`config.mk`:
```
export PLATFORM = sky130hd
export DESIGN_NAME = l1d_mshr_entry
export DESIGN_NICKNAME = d
export VERILOG_FILES = /design/src/rtl/l1d_mshr_pkg.sv /design/src/rtl/l1d_mshr_entry.sv
export SDC_FILE = /design/constraint.sdc
export NUM_CORES = 1
export LEC_CHECK = 0
export BUFFER_PORTS_ARGS = -buffer_cell sky130_fd_sc_hd__buf_2
export CORE_MARGIN = 2
export CORE_UTILIZATION = 30
export DETAILED_ROUTE_END_ITERATION = 8
export GPL_TIMING_DRIVEN = 0
export SYNTH_ARGS = -nofsm -noshare
export SYNTH_HDL_FRONTEND = slang
export SYNTH_SLANG_ARGS = --single-unit
```
`constraint.sdc`:
```
create_clock -name clk -period 7.4 [get_ports clk]
set_clock_uncertainty 0.2 [all_clocks]
set_input_delay 0.37 -clock clk [delete_from_list [all_inputs] [get_ports clk]]
set_output_delay 0.37 -clock clk [all_outputs]
set_load 0.05 [all_outputs]
```
`src/rtl/l1d_mshr_pkg.sv`:
```
// l1d_mshr_pkg
//   Shared widths and the allocation payload record handed from the L1D
//   tag-lookup stage to the MSHR entries.
//   need_rw encodes the final data-array access direction: 1 = write, 0 = read.
package l1d_mshr_pkg;

    localparam int L1D_MSHR_ID_WIDTH = 4;
    localparam int L1D_INDEX_WIDTH   = 6;
    localparam int L1D_TAG_WIDTH     = 20;
    localparam int L1D_OFFSET_WIDTH  = 4;
    localparam int L1D_WAY_NUM       = 4;
    localparam int L1D_DATA_WIDTH    = 64;
    localparam int L1D_BE_WIDTH      = L1D_DATA_WIDTH / 8;
    localparam int L1D_SB_PLD_WIDTH  = 8;

    typedef struct packed {
        logic [L1D_INDEX_WIDTH-1:0]   index;
        logic [L1D_TAG_WIDTH-1:0]     new_tag;
        logic [L1D_TAG_WIDTH-1:0]     evict_tag;
        logic [L1D_OFFSET_WIDTH-1:0]  offset;
        logic                         need_rw;
        logic [L1D_DATA_WIDTH-1:0]    wr_data;
        logic [L1D_BE_WIDTH-1:0]      wr_byte_en;
        logic [L1D_SB_PLD_WIDTH-1:0]  wr_sb_pld;
        logic [L1D_MSHR_ID_WIDTH-1:0] mshr_hzd_index_way_line;
        logic [L1D_MSHR_ID_WIDTH-1:0] mshr_hzd_evict_tag_line;
        logic                         need_evict;
        logic                         need_linefill;
        logic [L1D_WAY_NUM-1:0]       way;
        logic [L1D_MSHR_ID_WIDTH-1:0] mshr_id;
    } pack_l1d_mshr_state;

endpackage

```
`src/rtl/l1d_mshr_entry.sv`:
```
// l1d_mshr_entry
//   One MSHR entry. Latches an allocation, waits for the entries it depends
//   on to release, then runs evict -> linefill -> final data-array access and
//   broadcasts its own release for one cycle.
//
// Ports
//   clk, rst                      clock, asynchronous active-high reset
//   alloc_vld/alloc_pld           allocation; taken only when idle and mshr_id==ENTRY_ID
//   alloc_hzd_idx_vld/_evt_vld    the payload's hazard ids are live dependencies
//   release_vld/release_id        release broadcast from any entry
//   busy                          entry occupied
//   evict_req_*/evict_done        write-back request handshake and completion
//   linefill_req_*/linefill_done  refill request handshake and completion
//   rw_req_vld/rw_req_rdy         final data-array access handshake
//   req_index/req_way/req_tag     target line; tag is evict_tag while evicting
//   rw_*                          latched access info
//   rel_vld/rel_id                one-cycle release pulse, id = ENTRY_ID
//   err_timeout                   sticky watchdog flag
//
// Optional feature: define L1D_MSHR_TIMEOUT_EN to build a watchdog that sets
// err_timeout after TIMEOUT_CYCLES busy cycles without a state change.
// Without it err_timeout is tied low.
module l1d_mshr_entry
    import l1d_mshr_pkg::*;
#(
    parameter logic [L1D_MSHR_ID_WIDTH-1:0] ENTRY_ID       = '0,
    parameter int                           TIMEOUT_CYCLES = 1024
) (
    input  logic                         clk,
    input  logic                         rst,
    input  logic                         alloc_vld,
    input  pack_l1d_mshr_state           alloc_pld,
    input  logic                         alloc_hzd_idx_vld,
    input  logic                         alloc_hzd_evt_vld,
    input  logic                         release_vld,
    input  logic [L1D_MSHR_ID_WIDTH-1:0] release_id,
    output logic                         busy,
    output logic                         evict_req_vld,
    input  logic                         evict_req_rdy,
    input  logic                         evict_done,
    output logic                         linefill_req_vld,
    input  logic                         linefill_req_rdy,
    input  logic                         linefill_done,
    output logic                         rw_req_vld,
    input  logic                         rw_req_rdy,
    output logic [L1D_INDEX_WIDTH-1:0]   req_index,
    output logic [L1D_WAY_NUM-1:0]       req_way,
    output logic [L1D_TAG_WIDTH-1:0]     req_tag,
    output logic                         rw_is_read,
    output logic [L1D_OFFSET_WIDTH-1:0]  rw_offset,
    output logic [L1D_DATA_WIDTH-1:0]    rw_data,
    output logic [L1D_BE_WIDTH-1:0]      rw_byte_en,
    output logic [L1D_SB_PLD_WIDTH-1:0]  rw_sb_pld,
    output logic                         rel_vld,
    output logic [L1D_MSHR_ID_WIDTH-1:0] rel_id,
    output logic                         err_timeout
);

    typedef enum logic [2:0] {
        S_IDLE,
        S_WAIT_HZD,
        S_EVICT_REQ,
        S_EVICT_WAIT,
        S_LINEFILL_REQ,
        S_LINEFILL_WAIT,
        S_RW_REQ,
        S_RELEASE
    } state_t;

    state_t state, state_nxt;

    logic                         hzd_idx_pend, hzd_idx_pend_nxt;
    logic                         hzd_evt_pend, hzd_evt_pend_nxt;
    logic [L1D_MSHR_ID_WIDTH-1:0] hzd_idx_id_q, hzd_evt_id_q;
    logic                         need_evict_q, need_linefill_q;
    logic [L1D_TAG_WIDTH-1:0]     new_tag_q, evict_tag_q;

    logic alloc_fire;
    logic alloc_idx_set, alloc_evt_set;

    if (TIMEOUT_CYCLES < 1) begin : g_bad_timeout_cycles
        $error("l1d_mshr_entry: TIMEOUT_CYCLES must be at least 1");
    end

    function automatic state_t dispatch(input logic need_evict, input logic need_linefill);
        if (need_evict)    return S_EVICT_REQ;
        if (need_linefill) return S_LINEFILL_REQ;
        return S_RW_REQ;
    endfunction

    assign alloc_fire = alloc_vld && (alloc_pld.mshr_id == ENTRY_ID) && (state == S_IDLE);

    // A hazard on ourselves is no dependency, and a release arriving in the
    // allocation cycle has already happened, so neither may arm a flag.
    assign alloc_idx_set = alloc_hzd_idx_vld
                        && (alloc_pld.mshr_hzd_index_way_line != ENTRY_ID)
                        && !(release_vld && (release_id == alloc_pld.mshr_hzd_index_way_line));
    assign alloc_evt_set = alloc_hzd_evt_vld
                        && (alloc_pld.mshr_hzd_evict_tag_line != ENTRY_ID)
                        && !(release_vld && (release_id == alloc_pld.mshr_hzd_evict_tag_line));

    always_comb begin
        // NOTE: every always_comb output gets a default first so no path
        // leaves it unassigned, which would otherwise infer a latch.
        state_nxt        = state;
        hzd_idx_pend_nxt = hzd_idx_pend;
        hzd_evt_pend_nxt = hzd_evt_pend;
        case (state)
            S_IDLE: begin
                if (alloc_fire) begin
                    hzd_idx_pend_nxt = alloc_idx_set;
                    hzd_evt_pend_nxt = alloc_evt_set;
                    if (alloc_idx_set || alloc_evt_set) state_nxt = S_WAIT_HZD;
                    else state_nxt = dispatch(alloc_pld.need_evict, alloc_pld.need_linefill);
                end
            end
            S_WAIT_HZD: begin
                if (release_vld && (release_id == hzd_idx_id_q)) hzd_idx_pend_nxt = 1'b0;
                if (release_vld && (release_id == hzd_evt_id_q)) hzd_evt_pend_nxt = 1'b0;
                if (!hzd_idx_pend_nxt && !hzd_evt_pend_nxt)
                    state_nxt = dispatch(need_evict_q, need_linefill_q);
            end
            S_EVICT_REQ:     if (evict_req_rdy)    state_nxt = S_EVICT_WAIT;
            S_EVICT_WAIT:    if (evict_done)       state_nxt = S_LINEFILL_REQ;
            S_LINEFILL_REQ:  if (linefill_req_rdy) state_nxt = S_LINEFILL_WAIT;
            S_LINEFILL_WAIT: if (linefill_done)    state_nxt = S_RW_REQ;
            S_RW_REQ:        if (rw_req_rdy)       state_nxt = S_RELEASE;
            S_RELEASE:                             state_nxt = S_IDLE;
            default:                               state_nxt = S_IDLE;
        endcase
    end

    // Handshake outputs are registered from the next state so they are clean
    // Moore flops rather than decodes of the state vector.
    always_ff @(posedge clk or posedge rst) begin
        if (rst) begin
            state            <= S_IDLE;
            busy             <= 1'b0;
            evict_req_vld    <= 1'b0;
            linefill_req_vld <= 1'b0;
            rw_req_vld       <= 1'b0;
            rel_vld          <= 1'b0;
            hzd_idx_pend     <= 1'b0;
            hzd_evt_pend     <= 1'b0;
            // NOTE: the payload is a handful of flops that drive outputs
            // directly, so it takes reset; a RAM-style store would not.
            hzd_idx_id_q     <= '0;
            hzd_evt_id_q     <= '0;
            need_evict_q     <= 1'b0;
            need_linefill_q  <= 1'b0;
            new_tag_q        <= '0;
            evict_tag_q      <= '0;
            req_index        <= '0;
            req_way          <= '0;
            rw_is_read       <= 1'b0;
            rw_offset        <= '0;
            rw_data          <= '0;
            rw_byte_en       <= '0;
            rw_sb_pld        <= '0;
        end else begin
            // NOTE: non-blocking assignments here so every flop samples the
            // pre-edge values regardless of statement order.
            state            <= state_nxt;
            busy             <= (state_nxt != S_IDLE);
            evict_req_vld    <= (state_nxt == S_EVICT_REQ);
            linefill_req_vld <= (state_nxt == S_LINEFILL_REQ);
            rw_req_vld       <= (state_nxt == S_RW_REQ);
            rel_vld          <= (state_nxt == S_RELEASE);
            hzd_idx_pend     <= hzd_idx_pend_nxt;
            hzd_evt_pend     <= hzd_evt_pend_nxt;
            if (alloc_fire) begin
                hzd_idx_id_q    <= alloc_pld.mshr_hzd_index_way_line;
                hzd_evt_id_q    <= alloc_pld.mshr_hzd_evict_tag_line;
                need_evict_q    <= alloc_pld.need_evict;
                need_linefill_q <= alloc_pld.need_linefill;
                new_tag_q       <= alloc_pld.new_tag;
                evict_tag_q     <= alloc_pld.evict_tag;
                req_index       <= alloc_pld.index;
                req_way         <= alloc_pld.way;
                rw_is_read      <= !alloc_pld.need_rw;
                rw_offset       <= alloc_pld.offset;
                rw_data         <= alloc_pld.wr_data;
                rw_byte_en      <= alloc_pld.wr_byte_en;
                rw_sb_pld       <= alloc_pld.wr_sb_pld;
            end
        end
    end

    assign req_tag = (state == S_EVICT_REQ) ? evict_tag_q : new_tag_q;
    assign rel_id  = ENTRY_ID;

`ifdef L1D_MSHR_TIMEOUT_EN
    localparam int                TO_W    = $clog2(TIMEOUT_CYCLES + 1);
    localparam logic [TO_W-1:0]   TO_MAX  = TO_W'(TIMEOUT_CYCLES);
    localparam logic [TO_W-1:0]   TO_LAST = TO_W'(TIMEOUT_CYCLES - 1);

    logic [TO_W-1:0] to_cnt;

    // Counts busy cycles spent in the current state; saturates at the limit.
    always_ff @(posedge clk or posedge rst) begin
        if (rst) begin
            to_cnt      <= '0;
            err_timeout <= 1'b0;
        end else if (state_nxt != state) begin
            to_cnt <= '0;
        end else if (busy && (to_cnt != TO_MAX)) begin
            to_cnt <= to_cnt + 1'b1;
            if (to_cnt == TO_LAST) err_timeout <= 1'b1;
        end
    end
`else
    assign err_timeout = 1'b0;
`endif

    a_no_alloc_when_busy: assert property (
        @(posedge clk) disable iff (rst)
        !(alloc_vld && (alloc_pld.mshr_id == ENTRY_ID) && busy)
    ) else $warning("l1d_mshr_entry %0d: allocation while busy ignored", ENTRY_ID);

endmodule

```
# Word-level counts from Yosys, hierarchy flattened
# Index checks and enable logic that the tools add are counted.
# classes
reduce_logical,24
n_mux,42
eq_ne,16
# ops
op,n
$mux 3,16
$pmux 3 s8,1
$mux 1,22
$eq 3x3->1 const B,7
$mux 20,1
$eq 4x4->1,4
$logic_and 1x1->1,11
$eq 3x2->1 const B,3
$reduce_bool 4->1,2
$logic_not 1->1,5
$logic_not 4->1,1
$pmux 1 s2,2
$eq 3x1->1 const B,1
$logic_not 3->1,1
$reduce_bool 3->1,1
$ne 2x2->1 const B,1
$reduce_and 2->1,1
$reduce_bool 2->1,1
$logic_or 1x1->1,1
# totals
register_bits,155
out_inout_bits,125
wordCells,103

# Longest topological paths before layout
# Gate-level depths: netlist of run 1.
# logic_depth
ltp_word,18
mapped_depth,8
depth_no_buf,6

# Least setup slack after synthesis of run 1
# OpenSTA, ideal clock, no wires.
# synth_path
kind,reg-to-output
from,register state[2]
to,output req_tag[0]
path_stages_with_launch,6
arrival_time_ps,1687
n_path_buf,2
required_time_ps,6830
path_slack_ps,5143
path_cell_list,dfrtp_1 > clkbuf_1 > nand2b_1 > nor2_1 > buf_1 > mux2_1
# synth_via
elab_chain_cells,2
# synth_rtl
item,line_no,text
start: declaration,l1d_mshr_entry.sv:70,"state_t state, state_nxt;"
start signal: assignment,l1d_mshr_entry.sv:163,state <= state_nxt;
$eq 3x2->1,l1d_mshr_entry.sv:189,assign req_tag = (state == S_EVICT_REQ) ? evict_tag_q : new_tag_q;
$mux 20,l1d_mshr_entry.sv:189,
end: declaration,l1d_mshr_entry.sv:48,"output logic [L1D_TAG_WIDTH-1:0] req_tag,"
# Every way passes these cells.

# Final worst setup path of run 1
# layout_path
from,register state[2]
to,output req_tag[8]
# The elaborated chain is that of the path after synthesis.

==> flow_summary.toml, run 1 <==
[worst_setup_path]
worstSetupPathType = "reg2out"
start_kind = "flip-flop"
r2r_setup_slack_ns = 4.51
ff2ff_path_depth = 7
rr_endpoint = "req_way[0]$_DFFE_PP0P_"
crit_path_max_fanout = 10
crit_path_end = "req_tag[8]"
cp-startpoint = "state[2]$_DFF_PP0_"
critPathRequiredTime_ns = 6.83
endpoint_kind = "primary output"
regToRegStartpoint = "state[2]$_DFF_PP0_"
worstPathArrival_ns = 2.53

[logic_synthesis]
synth-main-ff-cell = "dfrtp_1"
ys_seq_elements = 155
yosys_warnings = 0
synth_area_um2 = 6470
synth_top_family_by_area = "simple AND/OR/NAND/NOR gates"
synth-compound-area-share_pct = 2.34
ys_types = 41
synthAdderAreaFrac_pct = 0
async_flop_share_pct = 100
synth_edf_count = 0
seq_area_frac_synth_pct = 60.0
syn_inst = 731
syn_area_per_cell_um2 = 8.85
muxShareOfSynthArea_pct = 3.79
synth-simple-area-share_pct = 28.1
synth_xor_area_share_pct = 2.28

[power]
power.density_nw_per_um2 = 417
clkPwrFrac_pct = 20.0
total_power_mw = 4.29
power_leakage_nw = 5.81
peakVddDrop_mv = 0.283
pwr-share-comb_pct = 47.3
seqPwrFrac_pct = 32.8
power.internal_mw = 2.19
switching_share_pct = 48.9
power_switching_mw = 2.10

[global_routing]
grt_pass1_vias = 6433
antenna_found_initial = 1
gr-total-overflow = 0
grt_pass1_wl_um = 32800
grt_max_degree = 85
grt_usage_pct = 18.3

[run_status]
status = "finished clean"

[clock_tree]
cts_setup_buffers = 0
cts-root-buf = "clkbuf_16"
numCtsBuffers = 17
htree_num_levels = 4
cts.sinks = 155
clk_pin_slew_ns = 0.07
cts_resized = 0
cts_tree = "built"
insertion_delay_ns = 0.41
cts.path.max_buffers = 2

[worst_hold_path]
min_path_type = "in2reg"
min-delay-start = "alloc_pld[15]"

[final_layout]
layout-drive-gt1-share_pct = 27.6
final_common_cell = "nand2_1"
seqCellArea_um2 = 3880
fillers = 1991
multi_input_area_um2 = 2380
fin_nets = 1345
post-route-util_pct = 48.8
syn_to_final_growth_pct = 59.1
final_cell_mix = "nand2_1, buf_2, dfrtp_1, dlygate4sd3_1, clkbuf_1"

[die]
start_util_pct = 30.7
die_w_um = 151
die-area_um2 = 22800
die_y_um = 151
io_pins = 289
core_um2 = 21100
num_rows = 53

[sta]
hold_viol = 0
timing.setup.tns_ns = 0
finalSetupViolations = 0
relSlewSlack_pct = 45.9
rsz0062_at_grt = "false"
fin_crit_ns = 3.10
drv_slew = 0
timing.final.crit_share_pct = 42.0
max_slew.worst_pin.slew_ns = 0.811
fmax_mhz = 322

[run]
maxCapViolCount = 0

[place]
io_buffers = 282
gp_congestion = 0.767
hpwl_um = 13900

[route]
vias = 6361
drt-total-wl_um = 20800
drc = 0
ant_nets = 0
avgViaCountPerCell = 4.33
first_pass_iters = 4
drt_iter0_markers = 181
wl_per_cell_um = 14.1
==> worst min-delay path by stage <==
stage / endpoint / slack (ns) / cells past startpoint
2_1_floorplan: need_linefill_q$_DFFE_PP0P_ / 0.23 / 2
3_3_place_gp: new_tag_q[10]$_DFFE_PP0P_ / 0.24 / 2
3_5_place_dp: new_tag_q[2]$_DFFE_PP0P_ / 0.25 / 2
4_1_cts: hzd_evt_id_q[3]$_DFFE_PP0P_ / 0.002 / 3
5_1_grt: hzd_idx_id_q[1]$_DFFE_PP0P_ / 0.03 / 3
6_report: hzd_idx_id_q[1]$_DFFE_PP0P_ / 0.02 / 3
==> routing by layer <==
| metal | global-route usage [%] | routed length [um] |
|---|---|---|
| met5 | 0 | 0 |
| met4 | 4.07 | 158 |
| met3 | 5.27 | 1570 |
| met2 | 31.3 | 10100 |
| met1 | 23.1 | 9010 |
==> stage by stage <==
stage	std cells	worst slack (ns)	hold WS [ns]	instance area [um^2]
floorplan	735	2.65	0.231	6480
global placement	1292	0.695	0.243	8240
detailed placement	1293	4.46	0.249	8270
CTS	1469	4.23	0.00230	10300
global route	1470	4.13	0.0289	10300
finish	1470	4.30	0.0174	10300
==> what timing repair did <==
| action | 4_1_cts | 5_1_grt |
|---|---|---|
| hold buffers | 144 | 0 |
| hold endpoints to repair | 214 | 0 |
| endpoints found under the setup margin | 0 | 0 |
==> synth_stat cells, types with 2 or more instances <==
cell | count | area [um^2]
buf_6 | 2 | 22.5
a31o_1 | 2 | 17.5
clkbuf_1 | 28 | 105
nand2_1 | 437 | 1640
o41ai_1 | 2 | 17.5
nor3_2 | 2 | 20.0
o21ai_0 | 4 | 20.0
xnor2_1 | 7 | 61.3
nor2_1 | 5 | 18.8
o21ai_1 | 3 | 15.0
xor2_1 | 8 | 70.1
dfrtp_1 | 155 | 3880
mux2i_1 | 2 | 20.0
buf_1 | 7 | 26.3
inv_1 | 7 | 26.3
and2_1 | 3 | 18.8
nor3_1 | 2 | 10.0
nor2b_1 | 3 | 18.8
nand3_1 | 4 | 20.0
mux2_1 | 20 | 225
a21oi_1 | 4 | 20.0
buf_4 | 5 | 37.5
==> power groups by stage <==
stage | Combinational, mW | Clock [mW] | Sequential [mW]
global placement | 1.95 | 0 | 1.40
floorplan | 0.659 | 0 | 2.22
detailed placement | 1.97 | 0 | 1.41
finish | 2.03 | 0.857 | 1.40
CTS | 2.03 | 0.884 | 1.41
global route | 2.16 | 0.919 | 1.45
==> area by class of cell <==
cell class	instances	share of cell area [%]
antenna	1	0.0243
clock inverter	13	1.28
tap	275	3.34
multi-input combinational	530	23.1
clock buffer	19	4.30
buffer	43	1.91
sequential	155	37.7
inverter	7	0.328
timing repair buffer	427	28.0
==> state kept, by name (all words and copies together), names as in the netlist, 3 cells and up <==
signal and flops:
evict_tag_q 20, hzd_evt_id_q 4, hzd_idx_id_q 4, new_tag_q 20, req_index 6, req_way 4, rw_byte_en 8, rw_data 64
rw_offset 4, rw_sb_pld 8, state 3
==> cell families after synthesis <==
family,count (synthesis)
simple gates,465
flops,155
buf+inv,50
compound gates,22
mux,22
xor+xnor,16
other cells,1
==> critical path, stage by stage (launching register included) <==
cell and delay [ns]:
dfrtp_1 0.36, clkbuf_1 0.18, nand2b_1 0.20, nor2_1 0.25, buf_1 0.51, mux2_1 0.39
buf_2 0.22
No activity file was read; power rests on OpenSTA's default activity.
==> run 2, diff against run 1 <==
==> constraint.sdc (replaced) <==
create_clock -name clk -period 2.9 [get_ports clk]
set_clock_uncertainty 0.2 [all_clocks]
set_input_delay 0.145 -clock clk [delete_from_list [all_inputs] [get_ports clk]]
set_output_delay 0.145 -clock clk [all_outputs]
set_load 0.05 [all_outputs]
==> run 2 against run 1 <==
Net effect: cell area increased by 1.6%; die area stayed put; flip-flop and latch count unchanged; via count about the same; power rose to 2.6 times the previous value; hold slack improved by 0.025 ns; sequential power rose to 2.6 times the previous value; final cell count up 0.48%; global-route usage decreased by 0.092 points; combinational power increased to 2.6 times the previous value; routed wire length fell by 1.1%; largest power group unchanged; highest routed layer unchanged.
==> flow_summary.toml, run 2 (synthesized netlist as in run 1, its figures left out) <==
[clock_tree]
clk_pin_slew_ns = 0.06
cts.sinks = 155
cts-root-buf = "clkbuf_16"
cts_tree = "built"
htree_num_levels = 4
numCtsBuffers = 17
insertion_delay_ns = 0.41
cts.path.max_buffers = 2

[final_layout]
post-route-util_pct = 49.6
final_cell_mix = "nand2_1, buf_2, dfrtp_1, dlygate4sd3_1, clkbuf_1"
syn_to_final_growth_pct = 61.7
layout-drive-gt1-share_pct = 27.8
antenna_cells = 0
largest_reg_flops = 64
final_common_cell = "nand2_1"
top_register = "rw_data"
stdcell_count = 1477
reg.largest.list = "rw_data x64, evict_tag_q x20, new_tag_q x20"
fin_nets = 1355

[sta]
fmax_mhz = 382
max_slew.worst_pin.slew_ns = 0.701
hold_viol = 0
timing.setup.tns_ns = 0
fin_crit_ns = 2.62
drv_slew = 0
fin_ws_ns = 0.284
finalSetupViolations = 0
timing.final.crit_share_pct = 90.2
rsz0062_at_grt = "false"
relSlewSlack_pct = 53.3

[die]
num_rows = 53
start_util_pct = 30.7
die-area_um2 = 22800
core_um2 = 21100
die_y_um = 151
die_w_um = 151
io_pins = 289

[place]
io_buffers = 282
dpl.cell_count = 1296
hpwl_um = 13900
dp_slack_ns = 0.00330
gp_congestion = 0.797

[route]
ant_nets = 0
drc = 0
wl_per_cell_um = 13.9
drt_iter0_markers = 255
vias = 6359
first_pass_iters = 4
avgViaCountPerCell = 4.31
drt-total-wl_um = 20600

[power]
total_power_mw = 11.2
power.density_nw_per_um2 = 1070
power_leakage_nw = 5.90
peakVddDrop_mv = 0.644

[worst_setup_path]
ff2ff_path_depth = 7
worstSetupPathType = "reg2out"
crit_path_max_fanout = 10
worstPathArrival_ns = 2.27
critPathRequiredTime_ns = 2.56
start_kind = "flip-flop"
endpoint_kind = "primary output"

[global_routing]
grt_max_degree = 42
gr-total-overflow = 0
grt_usage_pct = 18.2
grt_pass1_vias = 6565
grt_pass1_wl_um = 32300
antenna_found_initial = 0

[worst_hold_path]
min_path_type = "in2reg"
holdPathStages = 4

[run_status]
status = "finished clean"

[run]
maxCapViolCount = 0
-- run 2: cell count changes in the layout (fill, tap and decap cells not counted) --
cell,previous run,this run
buf_12,0,3
clkbuf_1,29,27
clkinv_4,4,0
clkinv_2,0,2
bufinv_16,1,4
dlygate4sd3_1,144,151
clkbuf_2,0,2
buf_1,7,5
inv_8,1,0
diode_2,1,0
clkbuf_8,1,0
buf_2,283,284
-- run 2: routing by layer --
metal,track usage [%],vias up,wire length (um)
li1,-,3162,-
met1,21.8,2942,8650
met2,31.7,226,10100
met3,5.51,29,1530
met4,5.47,0,294
met5,0,-,0
-- run 2: through the flow --
step / hold slack, ns / cell area [um^2]
2_1_floorplan: 0.0397 / 6490
3_3_place_gp: 0.141 / 8240
3_5_place_dp: 0.0258 / 8330
4_1_cts: 0.0128 / 10500
5_1_grt: 0.0597 / 10500
6_report: 0.0422 / 10500
-- run 2: path summary, 6_finish.rpt --
check / slack (ns) / endpoint / from
max: 0.28 / req_tag[2] / state[2]$_DFF_PP0_
min: 0.04 / state[1]$_DFF_PP0_ / linefill_done
max reg2reg: 0.32 / new_tag_q[10]$_DFFE_PP0P_ / state[2]$_DFF_PP0_
min reg2reg: 0.26 / req_way[2]$_DFFE_PP0P_ / req_way[2]$_DFFE_PP0P_
max in group asynchronous: 1.63 / rw_data[5]$_DFFE_PP0P_ / rst
min in group asynchronous: 0.12 / rw_data[0]$_DFFE_PP0P_ / rst
-- run 2: cell type report --
| class | instances | area [um^2] |
|---|---|---|
| inverters | 7 | 30.0 |
| clock inverters | 13 | 189 |
| fillers | 1981 | 10600 |
| clock buffers | 17 | 425 |
| well taps | 275 | 344 |
| multi-input cells | 530 | 2380 |
| plain buffers | 43 | 200 |
| flip-flops and latches | 155 | 3880 |
| repair buffers | 437 | 3010 |
-- run 2: power by group --
part           internal (mW)  switching (mW)  total [mW]  leakage [nW]
logic                   1.29            3.90        5.19          3.54
clock network           1.44           0.942        2.38         0.297
registers               3.09           0.490        3.58          2.06
total                   5.82            5.33        11.2          5.90
-- run 2: worst max-delay path, stage by stage, from the launching register on --
cell and delay (ns):
dfrtp_1 0.37, clkbuf_1 0.18, nand2b_1 0.20, nor2_1 0.19, buf_2 0.33, mux2_1 0.37
buf_2 0.22
-- run 2: timing repair --
item	CTS	global route
gates resized for setup	2	1
hold buffers	151	0
setup endpoints to repair	19	10
hold endpoints to repair	264	0
setup buffers	0	0
